### src/rtl/fetch_pkg.sv
// rtl/fetch_pkg.sv - shared types and constants for the instruction-fetch unit
package fetch_pkg;

   localparam int INSTR_BYTES      = 4;
   localparam int FETCH_PC_WIDTH   = 32;
   localparam int FETCH_DATA_WIDTH = 32;

   typedef struct packed {
      logic [FETCH_PC_WIDTH-1:0]   pc;
      logic [FETCH_DATA_WIDTH-1:0] instr;
   } fetch_entry_t;

endpackage

### src/rtl/fetch_buffer.sv
// rtl/fetch_buffer.sv - 2-entry fetch queue with registered head, flush and count
import fetch_pkg::*;

module fetch_buffer (
   input  logic         clk_i,
   input  logic         rst_i,
   input  logic         flush_i,
   input  logic         push_i,
   input  logic         pop_i,
   input  fetch_entry_t push_entry_i,
   output fetch_entry_t head_o,
   output logic [1:0]   count_o
);

   fetch_entry_t head_q, head_d;
   fetch_entry_t tail_q, tail_d;
   logic [1:0]   count_q, count_d;

   always_comb begin
      head_d  = head_q;
      tail_d  = tail_q;
      count_d = count_q;
      if (flush_i) begin
         count_d = 2'd0;
      end else begin
         case ({push_i, pop_i})
            2'b10: begin
               if (count_q == 2'd0) head_d = push_entry_i;
               else                 tail_d = push_entry_i;
               count_d = count_q + 2'd1;
            end
            2'b01: begin
               head_d  = tail_q;
               count_d = count_q - 2'd1;
            end
            2'b11: begin
               // A lone entry is replaced directly; with two, the tail moves up.
               if (count_q == 2'd1) begin
                  head_d = push_entry_i;
               end else begin
                  head_d = tail_q;
                  tail_d = push_entry_i;
               end
            end
            default: ;
         endcase
      end
   end

   always_ff @(posedge clk_i) begin
      if (rst_i) begin
         head_q  <= '0;
         tail_q  <= '0;
         count_q <= 2'd0;
      end else begin
         head_q  <= head_d;
         tail_q  <= tail_d;
         count_q <= count_d;
      end
   end

   assign head_o  = head_q;
   assign count_o = count_q;

endmodule

### src/rtl/fetch_unit.sv
// rtl/fetch_unit.sv - instruction fetch: PC generation, in-flight tracking, issue and redirect
import fetch_pkg::*;

module fetch_unit #(
   parameter int                ADDR_WIDTH = 8,
   parameter int                DATA_WIDTH = FETCH_DATA_WIDTH,
   parameter int                PC_WIDTH   = FETCH_PC_WIDTH,
   parameter logic [PC_WIDTH-1:0] RESET_PC = '0
) (
   input  logic                  clk_i,
   input  logic                  rst_i,
   output logic [ADDR_WIDTH-1:0] imem_addr_o,
   input  logic [DATA_WIDTH-1:0] imem_data_i,
   input  logic                  redirect_valid_i,
   input  logic [PC_WIDTH-1:0]   redirect_pc_i,
   output logic                  instr_valid_o,
   input  logic                  instr_ready_i,
   output logic [DATA_WIDTH-1:0] instr_o,
   output logic [PC_WIDTH-1:0]   instr_pc_o
);

   logic [PC_WIDTH-1:0] fetch_pc_q, fetch_pc_d;
   logic [PC_WIDTH-1:0] inflight_pc_q, inflight_pc_d;
   logic                inflight_q, inflight_d;
   logic [PC_WIDTH-1:0] cur_pc;
   logic [1:0]          buf_count;
   logic [2:0]          count_next;
   logic                pop, push, issue;
   fetch_entry_t        head;
   logic                unused_redirect_lsbs;

   assign unused_redirect_lsbs = ^redirect_pc_i[1:0];

   assign cur_pc      = redirect_valid_i ? {redirect_pc_i[PC_WIDTH-1:2], 2'b00} : fetch_pc_q;
   assign imem_addr_o = rst_i ? RESET_PC[ADDR_WIDTH+1:2] : cur_pc[ADDR_WIDTH+1:2];

   assign instr_valid_o = (buf_count != 2'd0) & ~redirect_valid_i;
   assign pop           = instr_valid_o & instr_ready_i;

   // Only issue when the response arriving next cycle is guaranteed a free slot.
   assign count_next = {1'b0, buf_count} + {2'b00, inflight_q} - {2'b00, pop};
   assign issue      = (count_next < 3'd2);
   assign push       = inflight_q & ~redirect_valid_i;

   always_comb begin
      fetch_pc_d    = fetch_pc_q;
      inflight_pc_d = inflight_pc_q;
      inflight_d    = 1'b0;
      if (redirect_valid_i) begin
         inflight_d    = 1'b1;
         inflight_pc_d = cur_pc;
         fetch_pc_d    = cur_pc + PC_WIDTH'(INSTR_BYTES);
      end else if (issue) begin
         inflight_d    = 1'b1;
         inflight_pc_d = fetch_pc_q;
         fetch_pc_d    = fetch_pc_q + PC_WIDTH'(INSTR_BYTES);
      end
   end

   always_ff @(posedge clk_i) begin
      if (rst_i) begin
         fetch_pc_q    <= RESET_PC;
         inflight_q    <= 1'b0;
         inflight_pc_q <= '0;
      end else begin
         fetch_pc_q    <= fetch_pc_d;
         inflight_q    <= inflight_d;
         inflight_pc_q <= inflight_pc_d;
      end
   end

   fetch_buffer u_buf (
      .clk_i        (clk_i),
      .rst_i        (rst_i),
      .flush_i      (redirect_valid_i),
      .push_i       (push),
      .pop_i        (pop),
      .push_entry_i ('{pc: inflight_pc_q, instr: imem_data_i}),
      .head_o       (head),
      .count_o      (buf_count)
   );

   assign instr_o    = head.instr;
   assign instr_pc_o = head.pc;

endmodule

### config.mk
export PLATFORM = sky130hd
export DESIGN_NAME = fetch_unit
export DESIGN_NICKNAME = d
export VERILOG_FILES = /design/src/rtl/fetch_pkg.sv /design/src/rtl/fetch_buffer.sv /design/src/rtl/fetch_unit.sv
export SDC_FILE = /design/constraint.sdc
export NUM_CORES = 1
export LEC_CHECK = 0
export BUFFER_PORTS_ARGS = -buffer_cell sky130_fd_sc_hd__buf_2
export CAP_MARGIN = 25
export CORE_ASPECT_RATIO = 0.75
export CORE_MARGIN = 8
export CORE_UTILIZATION = 52
export CTS_CLUSTER_DIAMETER = 50
export CTS_CLUSTER_SIZE = 16
export DETAILED_ROUTE_END_ITERATION = 10
export GPL_TIMING_DRIVEN = 0
export PLACE_DENSITY = 0.84
export SLEW_MARGIN = 10
export SYNTH_ARGS = -nofsm -noshare
export SYNTH_HDL_FRONTEND = slang
export SYNTH_HIERARCHICAL = 1
export SYNTH_SLANG_ARGS = --single-unit
### constraint.sdc
create_clock -name clk_i -period 3.8 [get_ports clk_i]
set_input_delay 0.38 -clock clk_i [delete_from_list [all_inputs] [get_ports clk_i]]
set_output_delay 0.38 -clock clk_i [all_outputs]
set_load 0.02 [all_outputs]
Word-level counts from Yosys, hierarchy flattened
Cells that the tools add are included.
- bits in read-only memories: 0
- memories: 0
- bits of input ports: 68
- output and inout port bits: 73
- logic and storage cells: 50
- register bits after elaboration: 195
- bits in latches: 0
- bits in writable memories: 0
- multiplexer cells: 15
- $add $sub $neg: 6
- order comparisons: 1
- eq/ne operators: 7
- bitwise logic cells: 4
- shift operators: 0
- reduce and logical (&&, ||, !) cells: 9
- divide/modulo/power cells: 0
- $mul: 0
- operator list (kind ; number):
    $mux W64 ; 4
    $pmux W64 S3 ; 1
    $mux W32 ; 5
    $pmux W64 S2 ; 1
    $add A32 B3 Y32 const B ; 2
    $mux W8 ; 1
    $reduce_bool A2 Y1 ; 4
    $eq A2 B1 Y1 const B ; 2
    $eq A2 B2 Y1 const B ; 2
    $ne A2 B2 Y1 const B ; 2
    $pmux W2 S2 ; 1
    $reduce_and A4 Y1 ; 1
    $add A2 B1 Y3 ; 1
    $and A1 B1 Y1 ; 3
    $lt A3 B2 Y1 const B ; 1
    $reduce_and A3 Y1 ; 1
    $reduce_bool A3 Y1 ; 1
    $sub A3 B1 Y3 ; 1
    $add A2 B1 Y2 const B ; 1
    $logic_not A2 Y1 ; 1
    $mux W1 ; 2
    $ne A2 B1 Y1 const B ; 1
    $reduce_or A2 Y1 ; 1
    $sub A2 B1 Y2 const B ; 1
    $not A1 Y1 ; 1

Depth between registers and ports, before layout
Gate-level depths: netlist of run 1.
- word-level depth: 7
- gate-level depth with buffers: 18

Cells and area by module
The synthesis of run 1 kept the hierarchy.
- modules (own cells, without submodules) (module ; area an instance (µm²) ; times used ; cells an instance):
    fetch_buffer ; 6326.1 ; 1 ; 710
    fetch_unit ; 3913.8 ; 1 ; 514

Worst setup path before layout of run 1
Ideal clock, no wire load.
- path kind: input-to-reg
- from: in redirect_valid_i
- to: reg fetch_pc_q[29]
- slack: -0.113 ns
- required time: 3.672 ns
- setup time: 0.128 ns
- stages: 16
- arrival time: 3.784 ns
- cell sequence: buf_6 > buf_2 > buf_2 > buf_1 > buf_2 > a21oi_1 > and2_1 > ha_1 > nor2b_1 > fa_1 > nor2_1 > clkbuf_1 > nand2_1 > nor4b_1 > mux2i_1 > o211ai_1
- longest elaborated chain between the ends: 6
- elaborated cells on any way between the ends: 9
- classes of those cells: add/sub (2); order compare (1); mux (2); bitwise (3); reduce/logical (1)
- RTL lines (element ; line ; RTL):
    from (decl) ; fetch_unit.sv:14 ; input logic redirect_valid_i,
    $not A1 Y1 (no source line) ; n/a ;
    $and A1 B1 Y1 ; fetch_unit.sv:37 ; assign instr_valid_o = (buf_count != 2'd0) & ~redirect_valid_i;
    via instr_valid_o ; fetch_unit.sv:16 ; output logic instr_valid_o,
    $and A1 B1 Y1 ; fetch_unit.sv:38 ; assign pop = instr_valid_o & instr_ready_i;
    via pop ; fetch_unit.sv:28 ; logic pop, push, issue;
    $sub A3 B1 Y3 ; fetch_unit.sv:41 ; assign count_next = {1'b0, buf_count} + {2'b00, inflight_q} - {2'b00, pop};
    $lt A3 B2 Y1 ; fetch_unit.sv:42 ; assign issue = (count_next < 3'd2);
    $reduce_bool A2 Y1 (no source line) ; n/a ;
    to (signal assigned) ; fetch_unit.sv:66 ; fetch_pc_q <= fetch_pc_d;
    to (decl) ; fetch_unit.sv:22 ; logic [PC_WIDTH-1:0] fetch_pc_q, fetch_pc_d;
The timed path passes the listed nets, and every way through them passes these cells.
A chain may end at the register's enable or synchronous reset.

Worst setup path after layout of run 1
- from: in redirect_valid_i
- to: reg fetch_pc_q[26]
- longest elaborated chain between the ends: 6
- elaborated cells on any way between the ends: 9
- classes of those cells: add/sub (2); order compare (1); mux (2); bitwise (3); reduce/logical (1)
- RTL lines (element ; line):
    $not A1 Y1 (no source line) ; n/a
    $and A1 B1 Y1 ; fetch_unit.sv:37
    $and A1 B1 Y1 ; fetch_unit.sv:38
    via pop ; fetch_unit.sv:28
    $sub A3 B1 Y3 ; fetch_unit.sv:41
    $lt A3 B2 Y1 ; fetch_unit.sv:42
    $reduce_bool A2 Y1 (no source line) ; n/a
The timed path passes the listed nets, and every way through them passes these cells.

==> flow_metrics.tcl, run 1 <==
set metrics [dict create \
    hp-start "redirect_pc_i[30]" \
    yosysSeqAreaShare_pct 38.1 \
    clk_latency_ns 0.45 \
    gr-total-overflow 0 \
    io_buffers 136 \
    cp.required_ns 4.16 \
    cts_buffer_depth 2 \
    power_density_mw_per_mm2 417 \
    cp_max_fo 19 \
    die_w_microns 178 \
    synth.avg_cell_area_sq_um 8.37 \
    dr_wl_met2_microns 15200 \
    synth_enable_flop_cells 0 \
    placed_area_sq_mm 0.0112 \
    grt_max_degree 20 \
    post-route-period-util_pct 96.0 \
    dp_hpwl_microns 26200 \
    numCtsBuffers 17 \
    num_vias 10900 \
    cts_tree "built" \
    wl_met1_microns 15600 \
    postLayoutCellArea_sq_mm 0.0118 \
    ys_warn_count 6 \
    relSlewSlack_pct 32.8 \
    dp_slack_ns -0.872 \
    peakVddDrop_mv 0.268 \
    place.gp.congestion 0.972 \
    critPathSlowestCell "fa_1" \
    ys.flop_type "dfxtp_1" \
    dieHeight_microns 138 \
    ys_ff_latch 195 \
    path_cells "buf_6 -> buf_2 -> clkbuf_4 -> buf_2 -> a21oi_2 -> and2_1 -> ha_1 -> nor2b_1 -> fa_1 -> nor2_1 -> clkbuf_2 -> nand4_1 -> nor2_1 -> xnor2_1 -> a211oi_1" \
    slew_violations 0 \
    post_cts_buffers 0 \
    seq_area_sq_mm 0.00390 \
    power_leakage_uw 0.00430 \
    endpoint_kind "register" \
    grt_pass1_wl_microns 54000 \
    start_util_pct 53.0 \
    hold_class "in -> reg" \
    wl_met3_microns 4130 \
    antenna_found_initial 1 \
    num-nets-final 1456 \
    drt_iter0_markers 1507 \
    multi_input_area_sq_mm 0.00561 \
    area_growth_pct 15.5 \
    hold_viol 0 \
    top_layer_used "met5" \
    n_antenna_cell 0 \
    final_common_cell "buf_2" \
    drc 0 \
    worstSetupStartpoint "redirect_valid_i" \
    skew_ns 0.0103 \
    wl_microns 35500 \
    htree_levels 4 \
    firstDrtPassIters 5 \
    synth_cell_types 60 \
    grt_pass1_vias 9810 \
    coreArea_sq_mm 0.0193 \
    clkSinkCount 195 \
    netlist_area_sq_mm 0.0102 \
    max_freq_ghz 0.274 \
    nFillCells 1712 \
    clk_pin_slew_ns 0.08 \
    layout_common_cells "buf_2 (200), dfxtp_1 (195), a21oi_1 (154), nand2_1 (97), nand3_1 (94)" \
    ant_nets 0 \
    drt-wirelength-per-cell_microns 21.6 \
    grt.total_usage_pct 27.8 \
    async_flop_share_pct 0 \
    drv_cap 0 \
    slowest_delay_ns 0.47 \
    synthesis.nets 1302 \
    root_buffer "clkbuf_16" \
    start_kind "input pin" \
    num_rows 44 \
    fin_ws_ns 0.151 \
    crit_arrival_ns 4.01 \
    die_area_sq_mm 0.0245 \
    tightest_slew_ns 0.980 \
    syn_inst 1224 \
    drive_gt1_share_pct 20.9 \
    pin_count 141 \
    vias_per_cell 6.62 \
    status "completed" \
    final.min_clock_period_ns 3.65 \
    final-setup-viol-count 0 \
    grt_setup_unrepaired "true" \
    crit_type "in -> reg" \
    r2r_start "u_buf/count_o[1]$_SDFFE_PP0P_" \
]
kinds of logic after synthesis:
| group | share of synthesized area [%] |
|---|---|
| xor+xnor | 3.76 |
| flops | 38.1 |
| simple gates | 15.7 |
| buf+inv | 7.11 |
| mux | 1.27 |
| fa+ha+maj | 1.30 |
| compound gates | 32.7 |
synth_stat cells (24+ instances only):
master	instances	area, sq um
dfxtp_1	195	3900
a21oi_1	155	776
nand2_1	97	364
nand3_1	94	470
o21ai_0	72	360
o211ai_1	67	503
o31ai_1	64	480
buf_2	63	315
nor2_1	60	225
a311oi_1	58	508
clkbuf_1	44	165
xnor2_1	32	280
a211oi_1	24	180
registers in the layout, summed over array words and instances (netlist names):
signal / flops
fetch_pc_q: 32
inflight_pc_q: 32
inflight_q: 1
u_buf/count_o: 2
u_buf/head_o: 64
u_buf/tail_q: 64
critical path: cells and delay by family:
kind	cells	cell delay (ns)
AOI/OAI and AO/OA	2	0.34
xor gates and xnor gates	1	0.08
and+or+nand+nor	5	1.07
buffers and inverters	5	1.36
adders and majority gates	2	0.76
worst paths after layout:
| kind | end | slack [ns] | cells after the start |
|---|---|---|---|
| setup / recovery | fetch_pc_q[26]$_SDFFE_PP0P_ | 0.15 | 15 |
| hold / removal | inflight_pc_q[30]$_SDFFE_PP0P_ | 0.21 | 3 |
| setup reg to reg | fetch_pc_q[26]$_SDFFE_PP0P_ | 0.48 | 12 |
| hold reg to reg | u_buf/tail_q[30]$_SDFFE_PP0P_ | 0.47 | 2 |
per-layer routing:
layer	vias up	track usage (%)
li1	4918	-
met1	5214	40.0
met4	2	7.30
met2	697	40.5
met3	60	7.18
met5	-	0
layout make-up:
type	instances	share of cell area, %
Timing Repair Buffer	136	5.76
Clock buffer	18	3.63
Multi-Input combinational cell	882	47.5
Inverter	11	0.349
Sequential cell	195	33.0
Tap cell	253	2.68
Clock inverter	14	1.22
Buffer	135	5.86
through the flow:
step / hold slack (ns) / total power (uW) / setup TNS (ns) / instances / util [%]
2_1_floorplan: 0.426 / 2820 / 0 / 1224 / -
3_3_place_gp: 0.439 / 3120 / -72.04 / 1613 / 58.2
3_5_place_dp: 0.449 / 3140 / -74.98 / 1613 / 58.2
4_1_cts: 0.212 / 4910 / 0 / 1644 / 61.2
5_1_grt: 0.218 / 5090 / -0.0311 / 1644 / 61.2
6_report: 0.212 / 4930 / 0 / 1644 / 61.2
timing repair:
item | in CTS | in global routing
pin swaps | 0 | 0
setup endpoints to repair | 61 | 19
hold buffers | 0 | 0
resized for setup | 6 | 2
report_power, final:
group / internal, uW / switching (uW) / leakage, uW / total (uW)
sequential: 2150 / 101 / 0.00159 / 2250
clock: 927 / 876 / 0.000285 / 1800
combinational: 281 / 587 / 0.00242 / 868
No activity file was read; power rests on OpenSTA's default activity.
==> inputs of run 2 (changes only) <==
--- a/config.mk
+++ b/config.mk
@@ -15,6 +15,7 @@
 export DETAILED_ROUTE_END_ITERATION = 10
 export GPL_TIMING_DRIVEN = 0
 export PLACE_DENSITY = 0.84
+export SETUP_SLACK_MARGIN = 0.2
 export SLEW_MARGIN = 10
 export SYNTH_ARGS = -nofsm -noshare
 export SYNTH_HDL_FRONTEND = slang
==> run 2 against run 1 <==
Net effect:
- largest power group unchanged
- combinational power is 2% higher
- non-clock buffer count grew 2
- final area rose by 0.75%
- register-to-register slack improved by 0.16 ns
- wire length is 0.21% lower
- first-iteration DRC count up 12%
- worst setup slack improved by 0.16 ns
- total power is 3.2% higher
- worst hold slack gained 0.013 ns
- flip-flop and latch count is the same
- global-route usage increased by 0.11 points
- via count barely moved
==> flow_metrics.tcl, run 2 (synthesis results as in run 1) <==
set metrics [dict create \
    reg2reg_to "fetch_pc_q[24]$_SDFFE_PP0P_" \
    seq_area_sq_mm 0.00390 \
    final-setup-viol-count 0 \
    peakVddDrop_mv 0.275 \
    multi_input_area_sq_mm 0.00562 \
    pin_count 141 \
    status "completed" \
    gr-total-overflow 0 \
    crit_type "in -> reg" \
    root_buffer "clkbuf_16" \
    slew_violations 0 \
    final_common_cell "buf_2" \
    grt_max_degree 19 \
    place.gp.congestion 1.02 \
    drt_iter0_markers 1691 \
    r2r_start "u_buf/count_o[0]$_SDFFE_PP0P_" \
    clk_pin_slew_ns 0.07 \
    io_buffers 136 \
    worstSetupStartpoint "redirect_valid_i" \
    num-nets-final 1458 \
    whs_ns 0.224 \
    dieHeight_microns 138 \
    clkSinkCount 195 \
    hold_path_depth 3 \
    drt-wirelength-per-cell_microns 21.5 \
    endpoint_kind "register" \
    tightest_slew_ns 0.948 \
    ctsHoldBuffers 0 \
    final.min_clock_period_ns 3.49 \
    num_vias 10900 \
    tns_ns 0 \
    clk_latency_ns 0.44 \
    rrSetupSlack_ns 0.64 \
    hold_class "in -> reg" \
    grt_pass1_vias 10100 \
    worstSetupEndpoint "fetch_pc_q[24]$_SDFFE_PP0P_" \
    pwr-share-seq_pct 44.3 \
    r2r_cells 11 \
    crit_arrival_ns 3.79 \
    relSlewSlack_pct 36.8 \
    cts_buffer_depth 2 \
    layout_common_cells "buf_2 (198), dfxtp_1 (195), a21oi_1 (154), nand2_1 (97), nand3_1 (94)" \
    antenna_found_initial 2 \
    skew_ns 0.00958 \
    start_util_pct 53.0 \
    nFillCells 1685 \
    htree_levels 4 \
    p_int_uw 3520 \
    switchingPower_uw 1560 \
    num_rows 44 \
    area_growth_pct 16.3 \
    max_freq_ghz 0.286 \
    cp_max_fo 10 \
    start_kind "input pin" \
    coreArea_sq_mm 0.0193 \
    cp.required_ns 4.10 \
    firstDrtPassIters 7 \
    dp_hpwl_microns 25700 \
    post-route-period-util_pct 91.9 \
    n_antenna_cell 0 \
    drive_gt1_share_pct 21.4 \
    clock_power_share_pct 38.3 \
    die_area_sq_mm 0.0245 \
    die_w_microns 178 \
    grt.total_usage_pct 27.9 \
    cts_tree "built" \
    vias_per_cell 6.61 \
    hold_viol 0 \
    power_density_mw_per_mm2 427 \
    swShare_pct 30.8 \
    drc 0 \
    grt_pass1_wl_microns 54400 \
    grt_setup_unrepaired "false" \
    combPwrFrac_pct 17.4 \
    postLayoutCoreUtil_pct 61.6 \
    numCtsBuffers 17 \
    drv_cap 0 \
    ant_nets 0 \
    wl_microns 35400 \
    power_leakage_uw 0.00434 \
]
[run 2: how the worst min path moves through the flow]
stage	start	endpoint	slack [ns]
global placement	fetch_pc_q[1]$_SDFFE_PP0P_	inflight_pc_q[1]$_SDFFE_PP0P_	0.44
detailed placement	fetch_pc_q[1]$_SDFFE_PP0P_	inflight_pc_q[1]$_SDFFE_PP0P_	0.44
finish	redirect_pc_i[30]	inflight_pc_q[30]$_SDFFE_PP0P_	0.22
global route	imem_data_i[30]	u_buf/head_o[30]$_SDFFE_PP0P_	0.23
CTS	imem_data_i[28]	u_buf/tail_q[28]$_SDFFE_PP0P_	0.22
floorplan	fetch_pc_q[0]$_SDFFE_PP0P_	inflight_pc_q[0]$_SDFFE_PP0P_	0.43
[run 2: per-layer routing]
metal / global-route usage, % / vias to the layer above / routed length [microns]
met1: 38.0 / 5124 / 14800
met4: 9.93 / 4 / 926
met5: 0 / - / 22
met3: 10.4 / 92 / 5010
li1: - / 4919 / -
met2: 39.7 / 749 / 14700
[run 2: area by class of cell]
class,instances,area share [%]
Buffer,136,5.99
Clock buffer,18,3.69
Clock inverter,14,1.57
Inverter,11,0.347
Multi-Input combinational cell,882,47.2
Sequential cell,195,32.8
Tap cell,253,2.66
Timing Repair Buffer,137,5.78
[run 2: worst max-delay path, stage by stage]
cell and delay, ns:
buf_6 0.12, clkbuf_4 0.20, clkbuf_4 0.22, buf_4 0.19
buf_4 0.20, a21oi_2 0.22, and2_4 0.23, ha_1 0.24
nor2b_1 0.15, fa_1 0.46, or2_2 0.38, clkbuf_2 0.26
nor3_1 0.30, xnor2_1 0.15, a21oi_1 0.08
[run 2: what timing repair did]
item,4_1_cts,5_1_grt
gates resized for setup,9,11
endpoints found under the setup margin,51,65
pin swaps,0,1
setup buffers,1,0
[run 2: power groups by stage]
stage	Sequential [uW]	Clock, uW	Combinational [uW]
final	2250	1950	882
after global routing	2260	2040	940
after CTS	2250	1950	854
after detailed placement	2290	0	843
after global placement	2290	0	826
after floorplan	2320	0	497
[run 2: per-stage QoR]
step | area (sq um) | std cells | power, uW | worst slack, ns
6_report | 11900 | 1646 | 5080 | 0.307
5_1_grt | 11900 | 1646 | 5240 | 0.220
4_1_cts | 11900 | 1646 | 5050 | 0.206
3_3_place_gp | 11200 | 1613 | 3120 | -0.592
3_5_place_dp | 11200 | 1613 | 3140 | -0.684
2_1_floorplan | 10200 | 1224 | 2820 | 0.204
